## src/rtl/serial_frame_rx.sv

```systemverilog
// Receive-side deframer for the PPP-style serial link: strips flags and escapes,
// checks the trailing 8-bit checksum and streams payload with one-byte holdback.
module serial_frame_rx #(
  parameter int MAX_LEN = 64
) (
  input  logic       mclk,
  input  logic       reset,
  input  logic [7:0] in_data,
  input  logic       in_strobe,
  output logic [7:0] out_data,
  output logic       out_strobe,
  output logic       out_first,
  output logic       frame_done,
  output logic       frame_error,
  output logic [7:0] frame_len
);

  typedef enum logic [1:0] {HUNT, START, DATA} state_e;

  localparam logic [7:0] FLAG  = 8'h7E;
  localparam logic [7:0] ESC   = 8'h7D;
  localparam logic [7:0] LIMIT = 8'(MAX_LEN + 1);

  state_e     state_q, state_d;
  logic       esc_q, esc_d;
  logic [7:0] held_q, held_d;
  logic [7:0] sum_q, sum_d;
  logic [7:0] count_q, count_d;

  logic [7:0] out_data_q, out_data_d;
  logic       out_strobe_q, out_strobe_d;
  logic       out_first_q, out_first_d;
  logic       frame_done_q, frame_done_d;
  logic       frame_error_q, frame_error_d;
  logic [7:0] frame_len_q, frame_len_d;

  logic       is_flag, is_esc, is_data;
  logic [7:0] dec;

  // An ESC that arrives while esc is already set is escaped data, not a new escape.
  always_comb begin
    is_flag = in_strobe && (in_data == FLAG);
    is_esc  = in_strobe && (in_data == ESC) && !esc_q;
    is_data = in_strobe && !is_flag && !is_esc;
    dec     = esc_q ? (in_data ^ 8'h20) : in_data;
  end

  // NOTE: state and outputs use non-blocking assignments so every flop samples
  // the pre-edge values; blocking here would create order-dependent races.
  always_ff @(posedge mclk) begin
    if (reset) begin
      state_q       <= HUNT;
      esc_q         <= 1'b0;
      held_q        <= 8'h00;
      sum_q         <= 8'h00;
      count_q       <= 8'h00;
      out_data_q    <= 8'h00;
      out_strobe_q  <= 1'b0;
      out_first_q   <= 1'b0;
      frame_done_q  <= 1'b0;
      frame_error_q <= 1'b0;
      frame_len_q   <= 8'h00;
    end else begin
      state_q       <= state_d;
      esc_q         <= esc_d;
      held_q        <= held_d;
      sum_q         <= sum_d;
      count_q       <= count_d;
      out_data_q    <= out_data_d;
      out_strobe_q  <= out_strobe_d;
      out_first_q   <= out_first_d;
      frame_done_q  <= frame_done_d;
      frame_error_q <= frame_error_d;
      frame_len_q   <= frame_len_d;
    end
  end

  // NOTE: every signal gets a default before the case so no path leaves one
  // unassigned, which would otherwise infer a latch.
  always_comb begin
    state_d = state_q;
    esc_d   = esc_q;
    held_d  = held_q;
    sum_d   = sum_q;
    count_d = count_q;
    unique case (state_q)
      HUNT: begin
        if (is_flag) begin
          state_d = START;
          esc_d   = 1'b0;
        end
      end
      START: begin
        if (is_flag) begin
          esc_d = 1'b0;
        end else if (is_esc) begin
          esc_d = 1'b1;
        end else if (is_data) begin
          held_d  = dec;
          sum_d   = dec;
          count_d = 8'd1;
          esc_d   = 1'b0;
          state_d = DATA;
        end
      end
      DATA: begin
        if (is_flag) begin
          esc_d   = 1'b0;
          state_d = START;
        end else if (is_esc) begin
          esc_d = 1'b1;
        end else if (is_data) begin
          esc_d = 1'b0;
          if (count_q == LIMIT) begin
            state_d = HUNT;
          end else begin
            held_d  = dec;
            sum_d   = sum_q + dec;
            count_d = count_q + 8'd1;
          end
        end
      end
      default: state_d = HUNT;
    endcase
  end

  // The held byte is released only when a newer byte proves it is not the checksum.
  always_comb begin
    out_data_d    = out_data_q;
    out_strobe_d  = 1'b0;
    out_first_d   = 1'b0;
    frame_done_d  = 1'b0;
    frame_error_d = 1'b0;
    frame_len_d   = frame_len_q;
    if (state_q == DATA) begin
      if (is_data) begin
        if (count_q == LIMIT) begin
          frame_error_d = 1'b1;
        end else begin
          out_data_d   = held_q;
          out_strobe_d = 1'b1;
          out_first_d  = (count_q == 8'd1);
        end
      end else if (is_flag) begin
        if (!esc_q && (count_q >= 8'd2) && (sum_q == 8'h00)) begin
          frame_done_d = 1'b1;
          frame_len_d  = count_q - 8'd1;
        end else begin
          frame_error_d = 1'b1;
        end
      end
    end
  end

  assign out_data    = out_data_q;
  assign out_strobe  = out_strobe_q;
  assign out_first   = out_first_q;
  assign frame_done  = frame_done_q;
  assign frame_error = frame_error_q;
  assign frame_len   = frame_len_q;

endmodule

```

## config.mk

```make
export PLATFORM = sky130hd
export DESIGN_NAME = serial_frame_rx
export DESIGN_NICKNAME = d
export VERILOG_FILES = /design/src/rtl/serial_frame_rx.sv
export SDC_FILE = /design/constraint.sdc
export NUM_CORES = 1
export LEC_CHECK = 0
export ABC_AREA = 1
export CORE_MARGIN = 2
export CORE_UTILIZATION = 61
export DETAILED_ROUTE_END_ITERATION = 8
export HOLD_SLACK_MARGIN = 0.15
export PLACE_DENSITY = 0.86
export SYNTH_ARGS = -nofsm -noshare
export SYNTH_HDL_FRONTEND = slang
export SYNTH_SLANG_ARGS = --single-unit
export TNS_END_PERCENT = 100
```

## constraint.sdc

```tcl
create_clock -name mclk -period 2.7 [get_ports mclk]
set_input_delay 0.54 -clock mclk [delete_from_list [all_inputs] [get_ports mclk]]
set_output_delay 0.54 -clock mclk [all_outputs]
set_load 0.05 [all_outputs]
```

==> run_results.csv <==
group,metric,value,unit
run_status,outcome,"completed",
cts,post_cts_buffers,0,
drt,final_antenna_net_count,0,
logic_synthesis,ys_seq_area_share,33.5,%
grt,grt.total_usage,25.5,%
cts,clock-sinks,47,
grt,grt_pass1_vias,2389,
final_layout,fillers,348,
floorplan,rows,24,
logic_synthesis,synthesis.area,0.00281,sq mm
pwr,powerDensity,724,mW/mm^2
cts,clk_path_buf_depth,2,
floorplan,die_area,0.00516,sq mm
pwr,swShare,38.0,%
pwr,pwr-share-seq,36.1,%
setup_path,crit_path_frequent_cell,"nand2_1",
cts,ctsResizeCount,0,
pwr,peakVddDrop,0.388,mV
drt,drt-initial-drc-count,190,
cts,clk_pin_slew,0.09,ns
sta,max_freq,0.442,GHz
sta,setup_viol,0,
sta,finalCriticalPeriod,2.26,ns
sta,rsz0062_at_grt,"false",
floorplan,die_x,71.8,um
sta,relSlewSlack,62.9,%
final_layout,drive_gt1_share,13.1,%
grt,grt_overflow_total,0,
drt,drc,0,
sta,worstMarginPinSlew,0.556,ns
floorplan,die_h,71.8,um
grt,grt_max_degree,20,
final_layout,antenna_cells,0,
logic_synthesis,syn-mean-instance-area,7.01,sq um
logic_synthesis,yosysWarnings,0,
logic_synthesis,yosys_register_bits,47,
drt,routedWlPerCell,12.6,um
cts,cts_root_buf,"clkbuf_8",
pwr,p_switching,903,uW
sta,drv_slew,0,
worst_hold_path,hold_class,"flop to flop",
drt,drt_pass1_iterations,5,
place,io_buffers,30,
floorplan,pin_count,31,
pwr,pwr-share-clk,25.8,%
cts,htreeDepth,2,
setup_path,start_kind,"primary input",
place,gp_congestion,0.944,
logic_synthesis,syn_nets,427,
sta,tns,0,ns
setup_path,slowest_delay,0.54,ns
cts,cts_tree,"done",
pwr,p_int,1.47,mW
drt,via_count,2607,
setup_path,required,2.93,ns
sta,skew,0.00600,ns
flow_run,cap_violations,0,
cts,insertion_delay,0.30,ns
setup_path,crit_fanout,11,
grt,antenna_found_initial,0,
cts,cts_hold_buf,0,
grt,grt_pass1_wl,10400,um
sta,post-route-period-util,83.7,%
sta,hold_violations,0,
logic_synthesis,postSynthCellCount,400,
final_layout,area.growth.synth_to_final,16.9,%
logic_synthesis,yosysUniqueCellTypes,35,
floorplan,initial_core_util,64.0,%
setup_path,path_cells,"clkdlybuf4s50_1, inv_1, nand2_1, nor2_2, nand2_1, nand2_1, nor2_4, nand3_1, inv_1, nor2_1, nor2_1",
place,dp_hpwl,4560,um
setup_path,crit_type,"primary input to flop",
setup_path,crit_arrival,2.49,ns
setup_path,endpoint_kind,"flop",
pwr,power_frac_comb,38.2,%
final_layout,fin_nets,460,
setup_path,slowest_stage,"clkdlybuf4s50_1",
pwr,p_leak,1.50,nW
pwr,power,2.37,mW
sta,timing.hold.ws,0.450,ns
drt,drt-vias-per-instance,5.36,
drt,routed_wl,6110,um
floorplan,core,0.00438,sq mm
cts,numCtsBuffers,5,
final_layout,final_area,0.00328,sq mm
setup_path,rrSetupSlack,0.60,ns
place,dpl_cell_area,0.00314,sq mm
## state kept, by name, indices dropped and copies added, names as in the netlist
| register | count |
|---|---|
| esc_q | 1 |
| out_data | 8 |
| state_q | 2 |
| sum_q | 8 |
| count_q | 8 |
| out_first | 1 |
| frame_error | 1 |
| frame_len | 8 |
| held_q | 8 |
| out_strobe | 1 |
| frame_done | 1 |
## kinds of logic (layout without fill, tap and decap cells)
family | Yosys count | after routing | share of synthesized area [%]
simple gates | 237 | 237 | 39.5
buf+inv | 51 | 85 | 8.34
flops | 47 | 47 | 33.5
compound gates | 40 | 40 | 8.43
fa+ha+maj | 16 | 16 | 7.40
xor+xnor | 9 | 9 | 2.81
## synthesized netlist by cell type (all sizes together)
library cell	number	area (sq um)
a21boi	2	15.0
a21o	1	7.51
a21oi	11	55.1
a31oi	1	6.26
buf	8	67.6
clkbuf	3	11.3
dfxtp	47	941
fa	1	20.0
ha	15	188
inv	40	155
nand2	124	531
nand3	26	140
nand3b	4	30.0
nand4	3	18.8
nor2	73	349
nor3	4	20.0
nor4	2	12.5
o2111ai	3	26.3
o211ai	1	21.3
o21ai	21	105
or2	1	6.26
xnor2	2	17.5
xor2	7	61.3
## final timing paths
| kind | from | to | depth (start not counted) |
|---|---|---|---|
| min reg2reg | held_q[6]$_SDFFE_PP0P_ | held_q[6]$_SDFFE_PP0P_ | 2 |
| max | in_data[0] | out_data[0]$_SDFFE_PP0P_ | 11 |
| max reg2reg | state_q[0]$_SDFFE_PP0P_ | frame_len[6]$_SDFFE_PP0P_ | 8 |
| min | held_q[6]$_SDFFE_PP0P_ | held_q[6]$_SDFFE_PP0P_ | 2 |
## power by group through the flow
stage               combinational, mW  sequential, mW  clock [mW]
floorplan                       0.637           0.916           0
global placement                0.868           0.867           0
detailed placement              0.897           0.871           0
CTS                             0.901           0.855       0.620
global route                     1.01           0.868       0.642
finish                          0.906           0.857       0.612
## area by class of cell
class | instances | area [sq um] | share of cell area (%)
well taps | 52 | 65.1 | 1.98
clock buffers | 5 | 68.8 | 2.10
inverters | 40 | 155 | 4.73
repair buffers | 37 | 353 | 10.8
flip-flops and latches | 47 | 941 | 28.7
clock inverters | 3 | 67.6 | 2.06
multi-input cells | 302 | 1630 | 49.7
## layer usage
metal	GRT usage [%]	routed length [um]	vias to the layer above
met1	32.9	2640	1160
li1	-	-	1325
met3	4.50	457	10
met4	9.01	91	0
met5	0	0	-
met2	42.8	2920	112
## metrics by stage
step                      cells  worst slack, ns  util [%]
after CTS                   486            0.453      74.8
after global routing        486            0.152      74.8
after global placement      478            0.249      71.7
after floorplan             400            0.868         -
final                       486            0.439      74.8
after detailed placement    478            0.145      71.7
## cells in the final DEF, fill, tap and decap left out, types with 3 or more instances in the layout
master | Yosys | final
nor3_1 | 4 | 4
nand3_1 | 24 | 24
nand4_1 | 3 | 3
nand3b_1 | 4 | 4
nor2_4 | 4 | 4
nor2_1 | 62 | 62
o21ai_0 | 21 | 21
xor2_1 | 7 | 7
clkbuf_8 | 0 | 5
buf_4 | 1 | 7
o2111ai_1 | 3 | 3
a21oi_1 | 11 | 11
clkdlybuf4s50_1 | 0 | 30
dfxtp_1 | 47 | 47
nand2_2 | 20 | 20
inv_2 | 4 | 4
inv_1 | 35 | 35
ha_1 | 15 | 15
nand2_1 | 102 | 102
nor2_2 | 5 | 5
## critical path, delay by kind of cell
family | cells | cell delay, ns
simple gates | 8 | 1.01
buf+inv | 3 | 0.94
Power figures use the tool's default switching activity.
==> edit 1 (same settings) <==
Encoding of `state_e`: now one-hot (3 bits for 3 states).
--- a/src/rtl/serial_frame_rx.sv
+++ b/src/rtl/serial_frame_rx.sv
@@ -15,7 +15,7 @@
   output logic [7:0] frame_len
 );
 
-  typedef enum logic [1:0] {HUNT, START, DATA} state_e;
+  typedef enum logic [2:0] {HUNT = 3'b001, START = 3'b010, DATA = 3'b100} state_e;
 
   localparam logic [7:0] FLAG  = 8'h7E;
   localparam logic [7:0] ESC   = 8'h7D;
Formal check against the unedited RTL: no difference found for any inputs over 4 cycles, from zero or initial values and one cycle with reset high; so few cycles prove little.
==> edit 1 against the original RTL <==
  * Routed wire length decreased by 2.2%
  * Sequential share of layout area increased by 1.6 points
  * Core utilization decreased by 1.5 points
  * Sequential cell count increased by 1
  * Hold slack improved by 0.0047 ns
  * Design area decreased by 3.4%
  * Global-route usage decreased by 0.86 points
  * Setup slack got worse by 0.011 ns
  * Synthesized area decreased by 3.6%
Power is not compared: it rests on default switching activity, and its combinational part moved more than twofold at a synthesized area within 25%.
==> edit 1: results (changes against the original RTL) <==
Worst hold path
  • Hold Path Origin: held_q[4]
  • Hold Path Sink: held_q[4]

Placement
  • Dpl hpwl: 4497 µm (-1.5%)
  • RD Place Congestion: 0.9283 (-1.7%)
  • Dpl ws: 0.09029 ns (-0.05443 ns)
  • Post-place instance area: 0.003055 mm² (-2.8%)
  • Placed Instances: 488 (+2.1%)

Synthesis
  • Post-synthesis compound-gate area fraction: 8.329% (-0.10 points)
  • Most frequent cells after synthesis: nand2_1 (110), nor2_1 (76), dfxtp_1 (48), inv_1 (39), nand3_1 (29)
  • Yosys cell types: 30 (-14%)
  • Mapped Area: 0.002704 mm² (-3.6%)
  • Synth Instances: 410 (+2.5%)
  • Sequential share of the synthesized area: 35.54% (+2.0 points)
  • Adder-Cell Fraction of Synth Area: 5.831% (-1.6 points)
  • Dominant cells by area after synthesis: dfxtp_1 (36%), nand2_1 (15%), nor2_1 (11%)

Clocking
  • Post-CTS setup buffers: 0 (unchanged)

STA
  • Clk_skew: 0.003839 ns (-0.002164 ns)
  • Hold WS: 0.4548 ns (+0.004702 ns)
  • Final worst slack: 0.4279 ns (-0.01135 ns)
  • Worst slew pin tran: 0.4919 ns (-0.06363 ns)

Global route
  • Largest net degree at the start of global routing: 28 (+40%)
  • Met2 usage: 41.61% (-1.2 points)
  • First-pass GRT wire length: 9991 µm (-4.0%)
  • GR Util met3: 3.846% (-0.65 points)

Routing
  • Met1 Wirelength: 2629 µm (-0.23%)
  • Metal3 WL: 474 µm (+3.7%)
  • Initial DRC count: 129 (-32%)
  • Total vias in the final route: 2601 (-0.23%)
  • WL met2: 2799 µm (-4.2%)
  • WL/cell: 12.03 µm (-4.2%)
  • Final Routed Wirelength: 5969 µm (-2.2%)

Finish
  • FFs & Latches: 48 (+2.1%)
  • Clock buf/inv share: 3.631% (-0.53 points)
  • Final net count: 466 (+1.3%)
  • Multi-input gate area: 0.001519 mm² (-6.8%)
  • Non-clock buffer share of cell area: 10.89% (+0.14 points)
  • Nonclk buf count: 36 (-2.7%)
  • Count of multi-input gates: 308 (+2.0%)
  • Register area: 960.9 µm² (+2.1%)
  • Layout cells sized above 1: 6.306% (-6.8 points)
  • # fillers: 375 (+7.8%)

Setup path
  • Family with the most delay on the worst path: buffers and inverters
  • Reg-to-reg setup timing slack: 0.72 ns (+0.12 ns)
  • RR Endpoint: held_q[3]
  • Worst setup path endpoint: sum_q[7]
  • Critical R2R Launch: count_q[1]
  • Worst setup startpoint: in_data[5]

Run status
  • Status: finished, final reports clean
==> edit 1: cell count changes in the layout (fill, tap and decap cells not counted), moves of 3 or more <==
cell | before | now
ha_1 | 15 | 11
inv_1 | 35 | 39
nand2_1 | 102 | 110
nand2_2 | 20 | 1
nand3_1 | 24 | 29
nand3b_1 | 4 | 0
nand4_1 | 3 | 7
nor2_1 | 62 | 76
nor2_2 | 5 | 2
o2111ai_1 | 3 | 0
o21ai_0 | 21 | 27
xor2_1 | 7 | 11
==> edit 1: per-stage QoR <==
step           total power [W]  utilization (%)
2_1_floorplan         0.001111                -
3_3_place_gp          0.001208            70.66
3_5_place_dp          0.001217            70.66
4_1_cts               0.001742            73.32
5_1_grt               0.001824            73.32
6_report              0.001736            73.32
==> edit 1: cells by family after synthesis <==
family,count (synthesis)
adder cells (fa/ha/maj),12
buffers and inverters,54
XOR/XNOR,15
AND/OR/NAND/NOR,237
flip-flops,48
AO/OA/AOI/OAI,44
==> edit 2 (same flow settings) <==
Without the edit above. `MAX_LEN`: 64 -> 32.
--- a/src/rtl/serial_frame_rx.sv
+++ b/src/rtl/serial_frame_rx.sv
@@ -1,7 +1,7 @@
 // Receive-side deframer for the PPP-style serial link: strips flags and escapes,
 // checks the trailing 8-bit checksum and streams payload with one-byte holdback.
 module serial_frame_rx #(
-  parameter int MAX_LEN = 64
+  parameter int MAX_LEN = 32
 ) (
   input  logic       mclk,
   input  logic       reset,
Formal check against the unedited RTL: no difference found for any inputs over 4 cycles, from zero or initial values and one cycle with reset high; that may be too few to reach the edited logic, so the function may still have changed.
==> edit 2 against the original RTL <==
  * Setup slack gained 0.0037 ns
  * Hold slack lost 0.0032 ns
  * Power decreased by 0.61%
  * Synthesized area up 0.27%
  * Routed wire length shrank 2.6%
  * Die area increased by 0.25%
  * Sequential power is essentially flat
  * Fmax is 0.16% higher
  * Register-to-register slack better by 0.13 ns
  * Critical path depth decreased by 1
  * Sequential cell count unchanged
  * Design area down 0.42%
==> edit 2: results (changes against the original RTL) <==
Run status
  • Status: finished, final reports clean

Pwr
  • Max VDD drop: 0.4669 mV (+20%)
  • Switching share of power: 37.88% (-0.13 points)
  • Cell leakage power: 1.466 nW (-2.0%)

Synthesis
  • Sequential share of the synthesized area: 33.45% (-0.090 points)
  • Ys Warns: 0 (unchanged)
  • Post-synthesis mux area share: 0% (unchanged)
  • Most frequent cells after synthesis: nand2_1 (97), nor2_1 (62), dfxtp_1 (47), inv_1 (35), nand3_1 (28)
  • Post-synthesis compound-gate area fraction: 8.407% (-0.022 points)
  • Main synth FF type: dfxtp_1
  • XOR/XNOR Fraction of Synth Area: 2.491% (-0.32 points)
  • Post-synth ARST share: 0% (unchanged)
  • Synthesized net count: 424 (-0.70%)
  • Yosys cell types: 35 (unchanged)
  • Adder-Cell Fraction of Synth Area: 7.384% (-0.020 points)
  • Dominant cells by area after synthesis: dfxtp_1 (33%), nand2_1 (13%), nor2_1 (8.3%)

Global route
  • Number of global-route vias before repair: 2360 (-1.2%)
  • First-pass GRT wire length: 10160 µm (-2.4%)
  • Aggregate global-route resource usage: 24.84% (-0.63 points)

Setup path
  • Worst setup path endpoint: out_data[5]
  • R2R cell count: 6 (-2)
  • Worst setup startpoint: in_data[1]
  • Reg-to-reg setup timing slack: 0.73 ns (+0.13 ns)
  • CP max FO: 11 (unchanged)
  • Critical R2R Launch: state_q[0]

Routing
  • WL/cell: 12.34 µm (-1.8%)
  • Initial DRC count: 164 (-14%)
  • Total vias in the final route: 2537 (-2.7%)
  • First drt pass iteration count: 4 (-1)

STA
  • Worst slew pin tran: 0.5864 ns (+0.03085 ns)
  • Hold WS: 0.4469 ns (-0.003155 ns)
  • Tmin final: 2.257 ns (-0.003685 ns)
  • Clk_skew: 0.01408 ns (+0.008078 ns)

Clocking
  • CTS Buffer Depth: 2 (unchanged)
  • Post_cts resized: 0 (unchanged)
  • Root Buffer: clkbuf_8
  • H-tree depth: 2 (unchanged)
  • Number of buffers inserted during clock tree synthesis: 5 (unchanged)

Placement
  • Dpl ws: 0.1329 ns (-0.01183 ns)
  • RD Place Congestion: 0.8994 (-4.7%)
  • Post-place instance area: 0.003131 mm² (-0.44%)
  • Dpl hpwl: 4528 µm (-0.79%)

Worst hold path
  • Hold Path Origin: held_q[6]

Finish
  • Final net count: 456 (-0.87%)
  • Layout cells sized above 1: 12.79% (-0.34 points)
==> edit 2: kinds of logic after synthesis <==
group | after synthesis
DFF | 47
and+or+nand+nor | 238
xor gates and xnor gates | 8
AOI/OAI and AO/OA | 40
buffers and inverters | 48
adders and majority gates | 16
==> edit 2: power groups by stage <==
stage / clock, W / combinational [W] / sequential (W)
5_1_grt: 0.000650 / 0.000994 / 0.000866
3_5_place_dp: 0 / 0.000884 / 0.000870
6_report: 0.000617 / 0.000889 / 0.000855
3_3_place_gp: 0 / 0.000853 / 0.000870
2_1_floorplan: 0 / 0.000643 / 0.000918
4_1_cts: 0.000625 / 0.000887 / 0.000855
==> edit 2: metal layers <==
layer | up-vias | wire length (µm) | global-route usage, %
li1 | 1326 | - | -
met1 | 1138 | 2801 | 32.30
met2 | 59 | 2761 | 40.53
met3 | 14 | 245 | 5.139
met4 | 0 | 138 | 10.06
met5 | - | 0 | 0
==> edit 2: final cells by class <==
class,count,area (µm²)
Timing Repair Buffer,35,337.8
Clock inverter,3,67.56
Clock buffer,5,68.82
Fill cell,361,1117
Sequential cell,47,940.9
Multi-Input combinational cell,302,1639
Inverter,38,147.6
Tap cell,52,65.06
==> edit 2: per-stage QoR <==
step	instances	total power, W
after floorplan	397	0.001561
after global placement	474	0.001722
after detailed placement	474	0.001754
after CTS	482	0.002368
after global routing	482	0.002511
final	482	0.002361
==> edit 2: worst max-delay path: stages <==
cell	delay [ns]
clkdlybuf4s50_1	0.54
nand2_1	0.14
nor2_2	0.05
nand2_2	0.07
nand2_1	0.08
nor2_4	0.23
nand3_1	0.32
inv_1	0.31
nor2_1	0.07
nor2_1	0.13
